--- config.mk ---
export PLATFORM = sky130hd
export DESIGN_NAME = alu_op_sequencer_flat
export DESIGN_NICKNAME = d
export VERILOG_FILES = /design/src/rtl/alu_op_sequencer_pkg.sv /design/src/rtl/alu_op_sequencer_if.sv /design/src/rtl/alu_op_sequencer_pick.sv /design/src/rtl/alu_op_sequencer.sv /design/src/flat_wrapper.sv
export SDC_FILE = /design/constraint.sdc
export NUM_CORES = 1
export LEC_CHECK = 0
export ABC_CLOCK_PERIOD_IN_PS = 2800
export CORE_ASPECT_RATIO = 1.1
export CORE_MARGIN = 2
export CORE_UTILIZATION = 35
export DETAILED_ROUTE_END_ITERATION = 16
export GPL_TIMING_DRIVEN = 0
export PLACE_DENSITY = 0.78
export RECOVER_POWER = 25
export SYNTH_ARGS = -nofsm -noshare
export SYNTH_HDL_FRONTEND = slang
export SYNTH_HIERARCHICAL = 1
export SYNTH_SLANG_ARGS = --single-unit
--- constraint.sdc ---
create_clock -name clk -period 2.8 [get_ports clk]
set_input_delay 0.42 -clock clk [delete_from_list [all_inputs] [get_ports clk]]
set_output_delay 0.42 -clock clk [all_outputs]
set_load 0.005 [all_outputs]
--- src/rtl/alu_op_sequencer_pkg.sv ---
// Package alu_seq_pkg: shared types and constants for the ALU op sequencer.
//   state_t   : sequencer FSM states
//   OP_W      : ALU function-select width {f2,f1,f0}
//   OP_0..7   : the eight ALU function-select codes (all legal, passed through)
package alu_seq_pkg;

    localparam int OP_W = 3;

    localparam logic [OP_W-1:0] OP_0 = 3'b000;
    localparam logic [OP_W-1:0] OP_1 = 3'b001;
    localparam logic [OP_W-1:0] OP_2 = 3'b010;
    localparam logic [OP_W-1:0] OP_3 = 3'b011;
    localparam logic [OP_W-1:0] OP_4 = 3'b100;
    localparam logic [OP_W-1:0] OP_5 = 3'b101;
    localparam logic [OP_W-1:0] OP_6 = 3'b110;
    localparam logic [OP_W-1:0] OP_7 = 3'b111;

    typedef enum logic [1:0] {
        IDLE  = 2'd0,
        ISSUE = 2'd1,
        RESP  = 2'd2
    } state_t;

endpackage

--- src/rtl/alu_op_sequencer_if.sv ---
// Interface alu_seq_if: request, ALU and response signals of the op sequencer.
//   req_valid/req_ready : per-requester handshake (ready is one-hot)
//   req_op/req_a/req_b  : packed per-requester op and operands, slice i at [i*W +: W]
//   alu_f/alu_a/alu_b   : registered select and operands to the shared ALU
//   alu_result          : combinational ALU output
//   rsp_valid/rsp_ready : response handshake; rsp_id/rsp_data carry the result
// Modports: slave = the sequencer, master = requesters + ALU + response sink.
interface alu_seq_if #(
    parameter int NUM_REQ = 4,
    parameter int DATA_W  = 4
) ();
    localparam int OP_W = alu_seq_pkg::OP_W;
    localparam int ID_W = $clog2(NUM_REQ);

    logic [NUM_REQ-1:0]        req_valid;
    logic [NUM_REQ-1:0]        req_ready;
    logic [NUM_REQ*OP_W-1:0]   req_op;
    logic [NUM_REQ*DATA_W-1:0] req_a;
    logic [NUM_REQ*DATA_W-1:0] req_b;
    logic [OP_W-1:0]           alu_f;
    logic [DATA_W-1:0]         alu_a;
    logic [DATA_W-1:0]         alu_b;
    logic [DATA_W-1:0]         alu_result;
    logic                      rsp_valid;
    logic                      rsp_ready;
    logic [ID_W-1:0]           rsp_id;
    logic [DATA_W-1:0]         rsp_data;

    modport slave (
        input  req_valid, req_op, req_a, req_b, alu_result, rsp_ready,
        output req_ready, alu_f, alu_a, alu_b, rsp_valid, rsp_id, rsp_data
    );

    modport master (
        output req_valid, req_op, req_a, req_b, alu_result, rsp_ready,
        input  req_ready, alu_f, alu_a, alu_b, rsp_valid, rsp_id, rsp_data
    );

endinterface

--- src/rtl/alu_op_sequencer_pick.sv ---
// Module alu_seq_pick: combinational winner select for the op sequencer.
//   valid : request vector
//   ptr   : round-robin search start (absent when ALU_SEQ_FIXED_PRIO_EN is defined)
//   grant : one-hot grant, zero when nothing is valid
//   idx   : index of the granted requester
//   any   : at least one request valid
// Macro ALU_SEQ_FIXED_PRIO_EN selects fixed priority (lowest index wins);
// default is round-robin starting at ptr and wrapping modulo NUM_REQ.
module alu_seq_pick #(
    parameter int NUM_REQ = 4,
    parameter int ID_W    = $clog2(NUM_REQ)
) (
    input  logic [NUM_REQ-1:0] valid,
`ifndef ALU_SEQ_FIXED_PRIO_EN
    input  logic [ID_W-1:0]    ptr,
`endif
    output logic [NUM_REQ-1:0] grant,
    output logic [ID_W-1:0]    idx,
    output logic               any
);

`ifndef ALU_SEQ_FIXED_PRIO_EN
    logic [ID_W-1:0] pos;
    logic            found;
`endif

    always_comb begin
        idx = '0;
        any = |valid;
`ifdef ALU_SEQ_FIXED_PRIO_EN
        // Descending scan so the lowest valid index is written last.
        for (int k = NUM_REQ - 1; k >= 0; k--) begin
            if (valid[ID_W'(k)]) idx = ID_W'(k);
        end
`else
        pos   = '0;
        found = 1'b0;
        for (int k = 0; k < NUM_REQ; k++) begin
            pos = ID_W'((int'(ptr) + k) % NUM_REQ);
            if (!found && valid[pos]) begin
                found = 1'b1;
                idx   = pos;
            end
        end
`endif
        grant = '0;
        if (any) grant[idx] = 1'b1;
    end

endmodule

--- src/rtl/alu_op_sequencer.sv ---
// Module alu_op_sequencer: shares one combinational ALU among NUM_REQ requesters.
//   clk   : rising-edge clock
//   rst_n : asynchronous active-low reset
//   bus   : alu_seq_if.slave (request, ALU and response signals)
// Accepts one request, drives the ALU from registers for one settle cycle,
// captures the result and holds it tagged with the requester id until taken.
// Macro ALU_SEQ_FIXED_PRIO_EN: fixed priority arbitration, no RR pointer.
//
// state | meaning
// IDLE  | waiting for a request; grant offered combinationally
// ISSUE | operands on ALU, result settling; captured at end of cycle
// RESP  | rsp_valid high, result held until rsp_ready
module alu_op_sequencer
    import alu_seq_pkg::*;
#(
    parameter int NUM_REQ = 4,
    parameter int DATA_W  = 4
) (
    input  logic       clk,
    input  logic       rst_n,
    alu_seq_if.slave   bus
);

    localparam int ID_W = $clog2(NUM_REQ);

    state_t             state;
    logic [NUM_REQ-1:0] grant;
    logic [ID_W-1:0]    win_idx;
    logic               any_req;

`ifndef ALU_SEQ_FIXED_PRIO_EN
    logic [ID_W-1:0]    rr_ptr;
`endif

    alu_seq_pick #(.NUM_REQ(NUM_REQ), .ID_W(ID_W)) u_pick (
        .valid (bus.req_valid),
`ifndef ALU_SEQ_FIXED_PRIO_EN
        .ptr   (rr_ptr),
`endif
        .grant (grant),
        .idx   (win_idx),
        .any   (any_req)
    );

    // rst_n gates the grant so nothing is offered while reset is held.
    assign bus.req_ready = (state == IDLE && rst_n) ? grant : '0;

    always_ff @(posedge clk or negedge rst_n) begin
        if (!rst_n) begin
            state         <= IDLE;
            bus.alu_f     <= '0;
            bus.alu_a     <= '0;
            bus.alu_b     <= '0;
            bus.rsp_valid <= 1'b0;
            bus.rsp_id    <= '0;
            bus.rsp_data  <= '0;
`ifndef ALU_SEQ_FIXED_PRIO_EN
            rr_ptr        <= '0;
`endif
        end else begin
            case (state)
                IDLE: begin
                    if (any_req) begin
                        bus.alu_f  <= bus.req_op[win_idx*OP_W +: OP_W];
                        bus.alu_a  <= bus.req_a[win_idx*DATA_W +: DATA_W];
                        bus.alu_b  <= bus.req_b[win_idx*DATA_W +: DATA_W];
                        bus.rsp_id <= win_idx;
`ifndef ALU_SEQ_FIXED_PRIO_EN
                        rr_ptr     <= (win_idx == ID_W'(NUM_REQ - 1)) ? '0
                                                                      : win_idx + ID_W'(1);
`endif
                        state      <= ISSUE;
                    end
                end
                ISSUE: begin
                    bus.rsp_data  <= bus.alu_result;
                    bus.rsp_valid <= 1'b1;
                    state         <= RESP;
                end
                RESP: begin
                    if (bus.rsp_ready) begin
                        bus.rsp_valid <= 1'b0;
                        state         <= IDLE;
                    end
                end
                default: state <= IDLE;
            endcase
        end
    end

endmodule
--- src/flat_wrapper.sv ---
// flat-port wrapper written by rule: the top's interface ports become plain ports
module alu_op_sequencer_flat import alu_seq_pkg::*;
#(
    parameter int NUM_REQ = 4,
    parameter int DATA_W  = 4
)
  (clk, rst_n, bus_req_valid, bus_req_op, bus_req_a, bus_req_b, bus_alu_result, bus_rsp_ready, bus_req_ready, bus_alu_f, bus_alu_a, bus_alu_b, bus_rsp_valid, bus_rsp_id, bus_rsp_data);
  alu_seq_if #(.NUM_REQ(NUM_REQ), .DATA_W(DATA_W)) bus_i ();
  input  logic clk;
  input  logic rst_n;
  input wire logic [$bits(bus_i.req_valid)-1:0] bus_req_valid;
  input wire logic [$bits(bus_i.req_op)-1:0] bus_req_op;
  input wire logic [$bits(bus_i.req_a)-1:0] bus_req_a;
  input wire logic [$bits(bus_i.req_b)-1:0] bus_req_b;
  input wire logic [$bits(bus_i.alu_result)-1:0] bus_alu_result;
  input wire logic [$bits(bus_i.rsp_ready)-1:0] bus_rsp_ready;
  output wire logic [$bits(bus_i.req_ready)-1:0] bus_req_ready;
  output wire logic [$bits(bus_i.alu_f)-1:0] bus_alu_f;
  output wire logic [$bits(bus_i.alu_a)-1:0] bus_alu_a;
  output wire logic [$bits(bus_i.alu_b)-1:0] bus_alu_b;
  output wire logic [$bits(bus_i.rsp_valid)-1:0] bus_rsp_valid;
  output wire logic [$bits(bus_i.rsp_id)-1:0] bus_rsp_id;
  output wire logic [$bits(bus_i.rsp_data)-1:0] bus_rsp_data;
  assign bus_i.req_valid = bus_req_valid;
  assign bus_i.req_op = bus_req_op;
  assign bus_i.req_a = bus_req_a;
  assign bus_i.req_b = bus_req_b;
  assign bus_i.alu_result = bus_alu_result;
  assign bus_i.rsp_ready = bus_rsp_ready;
  assign bus_req_ready = bus_i.req_ready;
  assign bus_alu_f = bus_i.alu_f;
  assign bus_alu_a = bus_i.alu_a;
  assign bus_alu_b = bus_i.alu_b;
  assign bus_rsp_valid = bus_i.rsp_valid;
  assign bus_rsp_id = bus_i.rsp_id;
  assign bus_rsp_data = bus_i.rsp_data;
  alu_op_sequencer #(.NUM_REQ(NUM_REQ), .DATA_W(DATA_W)) u_core (.clk(clk), .rst_n(rst_n), .bus(bus_i));
endmodule
==> summary.md <==
| Metric | Value |
|---|---|
| Routed metal-1 wire length | 1290 um |
| CP Data Required Time | between 2 and 3 ns |
| Worst Skew | 0.00400 ns |
| Largest net degree at the start of global routing | 27 |
| WS Path Type | in2reg |
| Clk sinks | 22 |
| Final period util | 92.7% |
| HPWL Detailed | 2730 um |
| Chip Height | 68.7 um |
| Pwr dens | 914 nW/um^2 |
| Final hold violations | 0 |
| Max Cap Viol | 0 |
| ANT cells | 0 |
| Sequential share of power | roughly 30% |
| Post-Synthesis Cell Area | approximately 1300 um^2 |
| CP Capture Type | flip-flop |
| Setup tns final | 0 ns |
| Min cycle time layout | 2.60 ns |
| DR top layer | met4 |
| DR iter-0 viols | 54 |
| # DRC | 0 |
| Post-synthesis simple-gate area fraction | approximately 9.7% |
| CP Launch Type | input pin |
| Initial antenna violation count | 0 |
| DIE AREA | 4320 um^2 |
| Setup ws final | 0.204 ns |
| Combinational Power Share | 55.8% |
| Synth cell types | 32 |
| DRT antenna net count | 0 |
| Clk_lat worst skew | 0.26 ns |
| Worst min-delay path category | in2async |
| Chip Width | 62.9 um |
| Num CTS Buffers | 3 |
| Final WL | 3420 um |
| Sw frac | 30.3% |
| Overflow after GRT | 0 |
| Net Sw Power | between 0.6 and 0.7 mW |
| Syn Nets | about 160 |
| Syn Area/Cell | 13.2 um^2 |
| Post-Synth Adder-Cell Area | less than 1% |
| Detailed-route via count | 1176 |
| Ports | 77 |
| Max-slew violations | 0 |
| Layout area overhead | 66.4% |
| CP arrival | 2.75 ns |
| Cell count after synthesis | 101 |
| Post-Synth XOR/XNOR Area | 0% |
| Status | finished clean |
| Int Pwr | 1.41 mW |
| Core area | 3650 um^2 |
| GRT Resource Usage Total | 16.7% |
| Worst Max-Slew Pin Slew | 1.09 ns |
| Met2 Wirelength | roughly 1800 um |
| Top-area cell type share of the netlist area | 41.3% |
| H-tree Lvls | 1 |
| Mux share of post-synthesis cell area | between 30 and 40% |
| Largest family of logic cells by synthesized area | multiplexers |
| DR WL/cell | 14.9 um |
| Largest cells by area after synthesis | dfrtp_1 (41%), mux2_2 (15%), mux4_2 (14%), mux4_1 (5.9%), nor2_1 (2.0%) |
| Relative slew slack | between 20% and 30% |
| RSZ-0062 raised after global routing | no |
| Post-place setup slack | -0.120 ns |
| Critical Path Fanout Max | 10 |
| Cell taking the most area after synthesis | dfrtp_1 |
| PortBufs | 75 |
| Initial DRT Pass Iterations | 6 |
| Global-route wire length before repair | 5460 um |
| Routability cong. | 0.846 |
| Clk network pwr share | 14.6% |
| DR WL met3 | 311 um |
| Warnings from Yosys | 6 |
| Initial Util | 36.5% |
| Synth Area in Compound Gates | ~8% |
| Fmax | 0.385 GHz |
| Layout Nets | 237 |
| CTS tree | yes |
| Endpoints failing setup | 0 |
| Vias/cell | between 5 and 6 |
| Clock transition at path regs | 0.08 ns |
| Max VDD drop | 0.000405 V |
| Placement Rows | 23 |
| Number of global-route vias before repair | 1230 |
| P_leak | 0.903 nW |
| Layout cells sized above 1 | a little under a quarter |
| Fin util | 60.7% |
| Post-synthesis sequential area ratio | 41.3% |
| Clk root buf | clkbuf_8 |
| Clock tree buffer depth | 2 |
| Yosys reg bits | 22 |
## cells in the final DEF, fill, tap and decap left out, drive strengths merged, types with 3 or more instances in the layout
cell / n
buf: 4
dfrtp: 22
a21oi: 5
nor2: 7
clkbuf: 4
o21ai: 3
nand2b: 3
mux4: 11
inv: 5
and3: 4
clkdlybuf4s50: 73
mux2: 19
## cell families after synthesis
logic type,Yosys count
flip-flops,22
adder cells (fa/ha/maj),1
multiplexers,30
buffers and inverters,10
AO/OA/AOI/OAI,15
AND/OR/NAND/NOR,23
## cell type report
cell class              count  area, um^2
plain buffers               5        40.0
clock buffers               3        41.3
clock inverters             1        30.0
fillers                   310        1440
inverters                   5        18.8
multi-input cells          69         726
flip-flops and latches     22         551
well taps                  50        62.6
repair buffers             75         751
## per-stage QoR
stage               power (mW)  cells  hold WS [ns]  cell area, um^2
finish                    2.03    230         0.437             2220
global route              2.16    230         0.541             2220
CTS                       2.06    230         0.493             2220
detailed placement        1.75    226         0.498             2150
global placement          1.69    226         0.491             2150
floorplan                 1.24    101         0.124             1330
## worst max-delay path, stage by stage
cell,delay [ns]
clkdlybuf4s50_1,0.53
nand2b_1,0.14
o21ai_1,0.08
a211oi_2,0.53
buf_6,0.26
mux4_2,0.51
mux2_2,0.28
## flip-flops by register name, summed over array words and instances (netlist names)
register,cells
u_core/bus.alu_a,4
u_core/bus.alu_b,4
u_core/bus.alu_f,3
u_core/bus.rsp_data,4
u_core/bus.rsp_id,2
u_core/bus.rsp_valid,1
u_core/rr_ptr,2
u_core/state,2
## worst paths after layout
path,slack (ns),cells past startpoint,to,startpoint
min in group clk,0.52,1,u_core/bus.rsp_data[3]$_DFFE_PN0P_,u_core/bus.rsp_data[3]$_DFFE_PN0P_
max in group asynchronous,1.70,1,u_core/bus.alu_f[0]$_DFFE_PN0P_,rst_n
min reg2reg,0.52,1,u_core/bus.rsp_data[3]$_DFFE_PN0P_,u_core/bus.rsp_data[3]$_DFFE_PN0P_
max,0.20,7,u_core/bus.alu_a[2]$_DFFE_PN0P_,bus_req_valid[2]
min,0.44,1,u_core/bus.alu_f[2]$_DFFE_PN0P_,rst_n
max reg2reg,0.39,6,u_core/bus.alu_a[2]$_DFFE_PN0P_,u_core/rr_ptr[0]$_DFFE_PN0P_
## power groups by stage
stage	Sequential [mW]	Clock, mW	Combinational (mW)
2_1_floorplan	0.597	0	0.645
3_3_place_gp	0.594	0	1.10
3_5_place_dp	0.605	0	1.14
4_1_cts	0.603	0.306	1.15
5_1_grt	0.622	0.320	1.22
6_report	0.601	0.296	1.13
## cells in the mapped netlist
cell type	n
a211oi_1	1
a211oi_2	1
a21boi_0	1
a21oi_1	4
a21oi_2	1
a221oi_1	1
a2bb2oi_1	1
a311oi_1	1
and3_1	4
buf_2	1
buf_4	1
buf_6	2
clkbuf_1	1
dfrtp_1	22
ha_1	1
inv_1	5
mux2_2	18
mux2_4	1
mux4_1	3
mux4_2	8
nand2_1	2
nand2b_1	2
nand2b_2	1
nor2_1	7
nor2b_1	2
nor3_1	2
nor3b_1	1
nor3b_2	1
o211a_1	1
o21ai_0	2
o21ai_1	1
or2_2	1
## repair_timing
item	4_1_cts	5_1_grt
resized for setup	1	3
hold buffers	0	0
setup endpoints to repair	4	8
buffers inserted	0	0
## per-layer routing
layer | vias to the layer above | global-route usage (%)
met5 | - | 0
met4 | 0 | 7.50
met3 | 4 | 5.84
met2 | 52 | 30.2
met1 | 574 | 17.8
li1 | 546 | -
No activity file was read; power rests on OpenSTA's default activity.
